## config.mk

```make
export PLATFORM = sky130hd
export DESIGN_NAME = vga_timing_gen
export DESIGN_NICKNAME = d
export VERILOG_FILES = /design/src/rtl/vga_timing_pkg.sv /design/src/rtl/pix_tick_gen.sv /design/src/rtl/vga_timing_gen.sv
export SDC_FILE = /design/constraint.sdc
export NUM_CORES = 1
export LEC_CHECK = 0
export BUFFER_PORTS_ARGS = -buffer_cell sky130_fd_sc_hd__buf_4
export CORE_ASPECT_RATIO = 0.8
export CORE_UTILIZATION = 55
export DETAILED_ROUTE_END_ITERATION = 8
export GPL_TIMING_DRIVEN = 0
export PLACE_DENSITY = 0.79
export SLEW_MARGIN = 20
export SYNTH_ARGS = -nofsm -noshare
export SYNTH_HDL_FRONTEND = slang
export SYNTH_SLANG_ARGS = --single-unit
```

## constraint.sdc

```tcl
create_clock -name clk -period 6.47 [get_ports clk]
set_input_delay 0.647 -clock clk [delete_from_list [all_inputs] [get_ports clk]]
set_output_delay 0.647 -clock clk [all_outputs]
set_load 0.1 [all_outputs]
```

## src/rtl/vga_timing_pkg.sv

```systemverilog
// Shared raster timing constants and helpers for the 640x480@60 display path.
package vga_timing_pkg;

  localparam int unsigned COORD_W   = 11;
  localparam int unsigned COORD_MAX = (1 << COORD_W) - 1;

  localparam int unsigned DEF_H_ACTIVE = 640;
  localparam int unsigned DEF_H_FP     = 16;
  localparam int unsigned DEF_H_SYNC   = 96;
  localparam int unsigned DEF_H_BP     = 48;
  localparam int unsigned DEF_V_ACTIVE = 480;
  localparam int unsigned DEF_V_FP     = 10;
  localparam int unsigned DEF_V_SYNC   = 2;
  localparam int unsigned DEF_V_BP     = 33;
  localparam int unsigned DEF_CLK_DIV  = 4;

  // Total count of one axis: visible region plus both porches and the sync pulse.
  function automatic int unsigned axis_total(input int unsigned active,
                                             input int unsigned fp,
                                             input int unsigned sync,
                                             input int unsigned bp);
    return active + fp + sync + bp;
  endfunction

endpackage

```

## src/rtl/pix_tick_gen.sv

```systemverilog
// Clock-enable divider: one-clk tick every CLK_DIV board clocks, constant high when CLK_DIV is 1.
module pix_tick_gen #(
  parameter int unsigned CLK_DIV = 4
) (
  input  logic clk,
  input  logic rst_n,
  output logic tick
);

  localparam int unsigned     DIV_W    = (CLK_DIV > 1) ? $clog2(CLK_DIV) : 1;
  localparam logic [DIV_W-1:0] DIV_LAST = DIV_W'(CLK_DIV - 1);

  if (CLK_DIV < 1) begin : g_bad_div
    $error("pix_tick_gen: CLK_DIV must be at least 1");
  end

  logic [DIV_W-1:0] div_q, div_d;
  logic             tick_q, tick_d;

  always_comb begin
    div_d  = (div_q == DIV_LAST) ? '0 : div_q + DIV_W'(1);
    tick_d = (div_q == DIV_LAST);
  end

  always_ff @(posedge clk or negedge rst_n) begin
    if (!rst_n) begin
      div_q  <= '0;
      tick_q <= 1'b0;
    end else begin
      div_q  <= div_d;
      tick_q <= tick_d;
    end
  end

  assign tick = tick_q;

endmodule

```

## src/rtl/vga_timing_gen.sv

```systemverilog
// Raster timing generator: pixel-rate h/v counters with registered, mutually aligned decode.
module vga_timing_gen
  import vga_timing_pkg::*;
#(
  parameter int unsigned H_ACTIVE    = DEF_H_ACTIVE,
  parameter int unsigned H_FP        = DEF_H_FP,
  parameter int unsigned H_SYNC      = DEF_H_SYNC,
  parameter int unsigned H_BP        = DEF_H_BP,
  parameter int unsigned V_ACTIVE    = DEF_V_ACTIVE,
  parameter int unsigned V_FP        = DEF_V_FP,
  parameter int unsigned V_SYNC      = DEF_V_SYNC,
  parameter int unsigned V_BP        = DEF_V_BP,
  parameter int unsigned CLK_DIV     = DEF_CLK_DIV,
  parameter bit          SYNC_ACTIVE = 1'b0
) (
  input  logic               clk,
  input  logic               rst_n,
  output logic [COORD_W-1:0] hc,
  output logic [COORD_W-1:0] vc,
  output logic               blank,
  output logic               hsync,
  output logic               vsync,
  output logic               pix_tick,
  output logic               line_start,
  output logic               frame_start
);

  localparam int unsigned H_TOTAL = axis_total(H_ACTIVE, H_FP, H_SYNC, H_BP);
  localparam int unsigned V_TOTAL = axis_total(V_ACTIVE, V_FP, V_SYNC, V_BP);

  if (H_TOTAL > COORD_MAX || V_TOTAL > COORD_MAX) begin : g_bad_total
    $error("vga_timing_gen: H_TOTAL/V_TOTAL exceed the coordinate range");
  end

  localparam logic [COORD_W-1:0] H_LAST   = COORD_W'(H_TOTAL - 1);
  localparam logic [COORD_W-1:0] V_LAST   = COORD_W'(V_TOTAL - 1);
  localparam logic [COORD_W-1:0] H_VIS    = COORD_W'(H_ACTIVE);
  localparam logic [COORD_W-1:0] V_VIS    = COORD_W'(V_ACTIVE);
  localparam logic [COORD_W-1:0] HS_START = COORD_W'(H_ACTIVE + H_FP);
  localparam logic [COORD_W-1:0] HS_END   = COORD_W'(H_ACTIVE + H_FP + H_SYNC);
  localparam logic [COORD_W-1:0] VS_START = COORD_W'(V_ACTIVE + V_FP);
  localparam logic [COORD_W-1:0] VS_END   = COORD_W'(V_ACTIVE + V_FP + V_SYNC);

  logic tick;

  pix_tick_gen #(
    .CLK_DIV (CLK_DIV)
  ) u_pix_tick (
    .clk   (clk),
    .rst_n (rst_n),
    .tick  (tick)
  );

  logic [COORD_W-1:0] hc_q, hc_d, vc_q, vc_d;
  logic blank_q, blank_d, hsync_q, hsync_d, vsync_q, vsync_d;
  logic line_start_q, line_start_d, frame_start_q, frame_start_d;

  // Decode uses the next coordinates so every output lines up with hc/vc.
  always_comb begin
    hc_d          = hc_q;
    vc_d          = vc_q;
    line_start_d  = 1'b0;
    frame_start_d = 1'b0;
    if (tick) begin
      if (hc_q == H_LAST) begin
        hc_d         = '0;
        line_start_d = 1'b1;
        if (vc_q == V_LAST) begin
          vc_d          = '0;
          frame_start_d = 1'b1;
        end else begin
          vc_d = vc_q + COORD_W'(1);
        end
      end else begin
        hc_d = hc_q + COORD_W'(1);
      end
    end
    blank_d = (hc_d >= H_VIS) || (vc_d >= V_VIS);
    hsync_d = ((hc_d >= HS_START) && (hc_d < HS_END)) ? SYNC_ACTIVE : ~SYNC_ACTIVE;
    vsync_d = ((vc_d >= VS_START) && (vc_d < VS_END)) ? SYNC_ACTIVE : ~SYNC_ACTIVE;
  end

  always_ff @(posedge clk or negedge rst_n) begin
    if (!rst_n) begin
      hc_q          <= '0;
      vc_q          <= '0;
      blank_q       <= 1'b0;
      hsync_q       <= ~SYNC_ACTIVE;
      vsync_q       <= ~SYNC_ACTIVE;
      line_start_q  <= 1'b0;
      frame_start_q <= 1'b0;
    end else begin
      hc_q          <= hc_d;
      vc_q          <= vc_d;
      blank_q       <= blank_d;
      hsync_q       <= hsync_d;
      vsync_q       <= vsync_d;
      line_start_q  <= line_start_d;
      frame_start_q <= frame_start_d;
    end
  end

  assign hc          = hc_q;
  assign vc          = vc_q;
  assign blank       = blank_q;
  assign hsync       = hsync_q;
  assign vsync       = vsync_q;
  assign pix_tick    = tick;
  assign line_start  = line_start_q;
  assign frame_start = frame_start_q;

endmodule

```

==> results.md <==
- First-pass GRT wire length: 5780 um
- Die X: 61.4 um
- Maximum number of pins on one net before global-route repair: 31
- Mean post-synth cell area: 10.3 um^2
- Sequential element share of the synthesized area: 48.5%
- Max-Slew Margin vs Limit: 70.1%
- Fill count: 213
- GRT Util Overall: 26.5%
- Count of input and output buffers: 29
- Total count of hold-check failures in the final report: 0
- Data arrival time of the critical path: 2.70 ns
- Type of destination of the critical path: register
- Kind of critical path: reg2reg
- Number of flops mapped to enable cells by yosys: 0
- Synth warnings: 0
- Total congestion overflow after global routing: 0
- Cells resized by post-CTS repair: 0
- Worst hold slack: 0.232 ns
- Final period demand of the worst path: 2.49 ns
- Number of iterations in the first detailed-routing pass: 4
- WL final: 3550 um
- Startpoint of the lowest-slack register-to-register path: hc[5]
- Cell row count: 16
- Origin of the worst setup path: hc[5]
- Maximum buffer depth of the clock tree: 2
- Number of unique standard cell types used by synthesis: 41
- Post-Syn Area: 1550 um^2
- Cell count after synthesis: 151
- Crit Path Max Fanout: 10
- Clock tree from TritonCTS: done
- Share of the cycle needed by the critical path after routing: 38.5%
- Data required time of the critical path: 6.68 ns
- Top FF cell, synth: dfrtp_1
- Total negative slack for setup checks: 0 ns
- Starting Density: 60.6%
- Clock root buffer master: clkbuf_4
- RSZ-0062 raised after global routing: false
- Worst Clk Skew: 0.0130 ns
- Max rail drop VDD: 0.141 mV
- Number of levels in the clock H-tree: 2
- Post-route setup slack: 3.98 ns
- Synth-to-Final Area Change: 20.7%
- Gpl congestion: 0.906
- Placed cell areas: 1820 um^2
- Clock latency of the later-clocked register in the worst-skew pair: 0.32 ns
- Area of the core: 2560 um^2
- Share of synthesized flip-flops with an asynchronous set or reset: 100%
- Hold-fix buffers, CTS: 0
- Routed Antenna Nets: 0
- Pin slew with the least headroom to its limit: 0.449 ns
- CTS buffer count: 5
- Post-route cell area: 1870 um^2
- Max frequency: 402 MHz
- Share of layout cells above drive strength 1: 25.5%
- Number of post-CTS setup repair buffers: 0
- Die Y-Extent: 49.5 um
- Number of nets in the finished design: 193
- Setup crit start kind: register
- Initial DRC Count: 111
- Avg WL per Cell: 15.9 um
- Die Area: 3040 um^2
- Maximum Capacitance Violations: 0
- Final setup vio count: 0
- Total number of clock tree sinks: 30
- Max-slew violation total from the final report: 0
- Total I/O pin count: 30
- Initial antenna violation count: 0
- Half-perimeter wire length after detailed placement: 2640 um
- Cell leakage power: 0.856 nW
- Power Dens Cells: 161 nW/um^2
- Antenna cells: 0
- Clock slew seen by the registers of the worst setup and hold paths: 0.09 ns
- Number of synthesized register bits: 30
- Number of design rule violations left after detail routing: 0
- Number of global-route vias before repair: 1173
- Status: finished, final reports clean
- Via density: 6.04
- Total number of vias: 1352
- Setup Slack @ Placement: 4.01 ns
- Net Count, Synth: 157
- Type of the tightest min-delay check: in2async
cell usage after synthesis, types with 2 or more instances:
master	count	area (um^2)
mux2i_1	2	20.0
ha_1	4	50.1
a21oi_1	4	20.0
nand3_1	12	60.1
nor3_1	3	15.0
clkbuf_1	2	7.51
inv_1	4	15.0
xor2_1	5	43.8
nand2_1	8	30.0
dfrtp_1	28	701
or4_4	2	22.5
buf_2	2	10.0
nor2_1	11	41.3
and2_1	3	18.8
or4_1	2	15.0
nand4_1	13	81.3
nand4b_1	2	17.5
mux2_2	2	22.5
a22oi_1	2	15.0
or3_1	2	12.5
and3_1	2	12.5
o21ai_0	7	35.0
dfstp_2	2	52.6
nor4_1	2	12.5
a311o_1	2	20.0
xnor2_1	8	70.1
metal layers:
metal	vias up	share of wire [%]	track usage, %
li1	630	-	-
met1	636	45	40.9
met2	75	45	35.3
met3	11	8.2	7.61
met4	0	1.7	8.89
met5	-	0	0
state kept, by name (all words and copies together), names as in the netlist:
signal / cells
u_pix_tick.tick: 1
vsync: 1
u_pix_tick.div_q: 2
hsync: 1
hc: 11
frame_start: 1
blank: 1
line_start: 1
vc: 11
metrics by stage:
stage | power, mW | instances | util [%]
after floorplan | 0.191 | 151 | -
after global placement | 0.195 | 216 | 70.8
after detailed placement | 0.195 | 216 | 70.8
after CTS | 0.306 | 224 | 73.1
after global routing | 0.316 | 224 | 73.1
final | 0.301 | 224 | 73.1
cell type report:
| type | instances | area, um^2 | share of cell area (%) |
|---|---|---|---|
| multi-input cells | 111 | 738 | 39.4 |
| repair buffers | 29 | 218 | 11.6 |
| well taps | 36 | 45.0 | 2.40 |
| inverters | 5 | 23.8 | 1.27 |
| clock buffers | 8 | 58.8 | 3.14 |
| flip-flops and latches | 30 | 753 | 40.2 |
| plain buffers | 5 | 37.5 | 2.00 |
critical path: stages, from the launching register on:
cell and delay, ns:
dfrtp_1 0.46, or4_4 0.58, or4_4 0.55, clkinv_4 0.10, buf_12 0.12, o21ai_2 0.06, a22o_1 0.25, a311o_1 0.27
cell usage in the layout, fill, tap and decap left out, drive strengths merged, types with 2 or more instances in the layout:
master	Yosys	final
nand4	13	13
o21ai	8	8
nor2	11	11
ha	4	4
mux2	2	2
nand4b	2	2
nor4	2	2
a21oi	4	4
xnor2	8	8
dfstp	2	2
xor2	5	5
or3	2	2
a22oi	2	2
nand2	8	8
nor3	3	3
and3	2	2
inv	4	4
and2	3	3
clkbuf	2	10
mux2i	2	2
nand3	12	12
dfrtp	28	28
a311o	2	2
buf	3	32
or2	2	2
or4	4	4
cells by family (layout without fill, tap and decap cells):
family | Yosys count | count (layout) | share of synthesized area, %
AND/OR/NAND/NOR | 67 | 67 | 24.3
flip-flops | 30 | 30 | 48.5
AO/OA/AOI/OAI | 23 | 23 | 9.99
XOR/XNOR | 13 | 13 | 7.33
buffers and inverters | 10 | 47 | 3.95
adder cells (fa/ha/maj) | 4 | 4 | 3.22
multiplexers | 4 | 4 | 2.74
report_power, final:
| group | switching (mW) | internal [mW] | leakage [nW] |
|---|---|---|---|
| clock network | 0.0566 | 0.0535 | 0.0326 |
| logic | 0.00326 | 0.000411 | 0.426 |
| registers | 0 | 0.187 | 0.398 |
| total | 0.0598 | 0.241 | 0.856 |
path summary, 6_finish.rpt:
| path | slack (ns) | end | depth (start not counted) |
|---|---|---|---|
| max | 3.98 | blank | 7 |
| min | 0.23 | hc[0] | 1 |
| max reg2reg | 3.98 | blank | 7 |
| min reg2reg | 0.44 | u_pix_tick.div_q[0] | 1 |
| max in group asynchronous | 5.93 | hsync | 1 |
| min in group clk | 0.44 | u_pix_tick.div_q[0] | 1 |
Note: power is estimated with default switching activity, not from simulation.
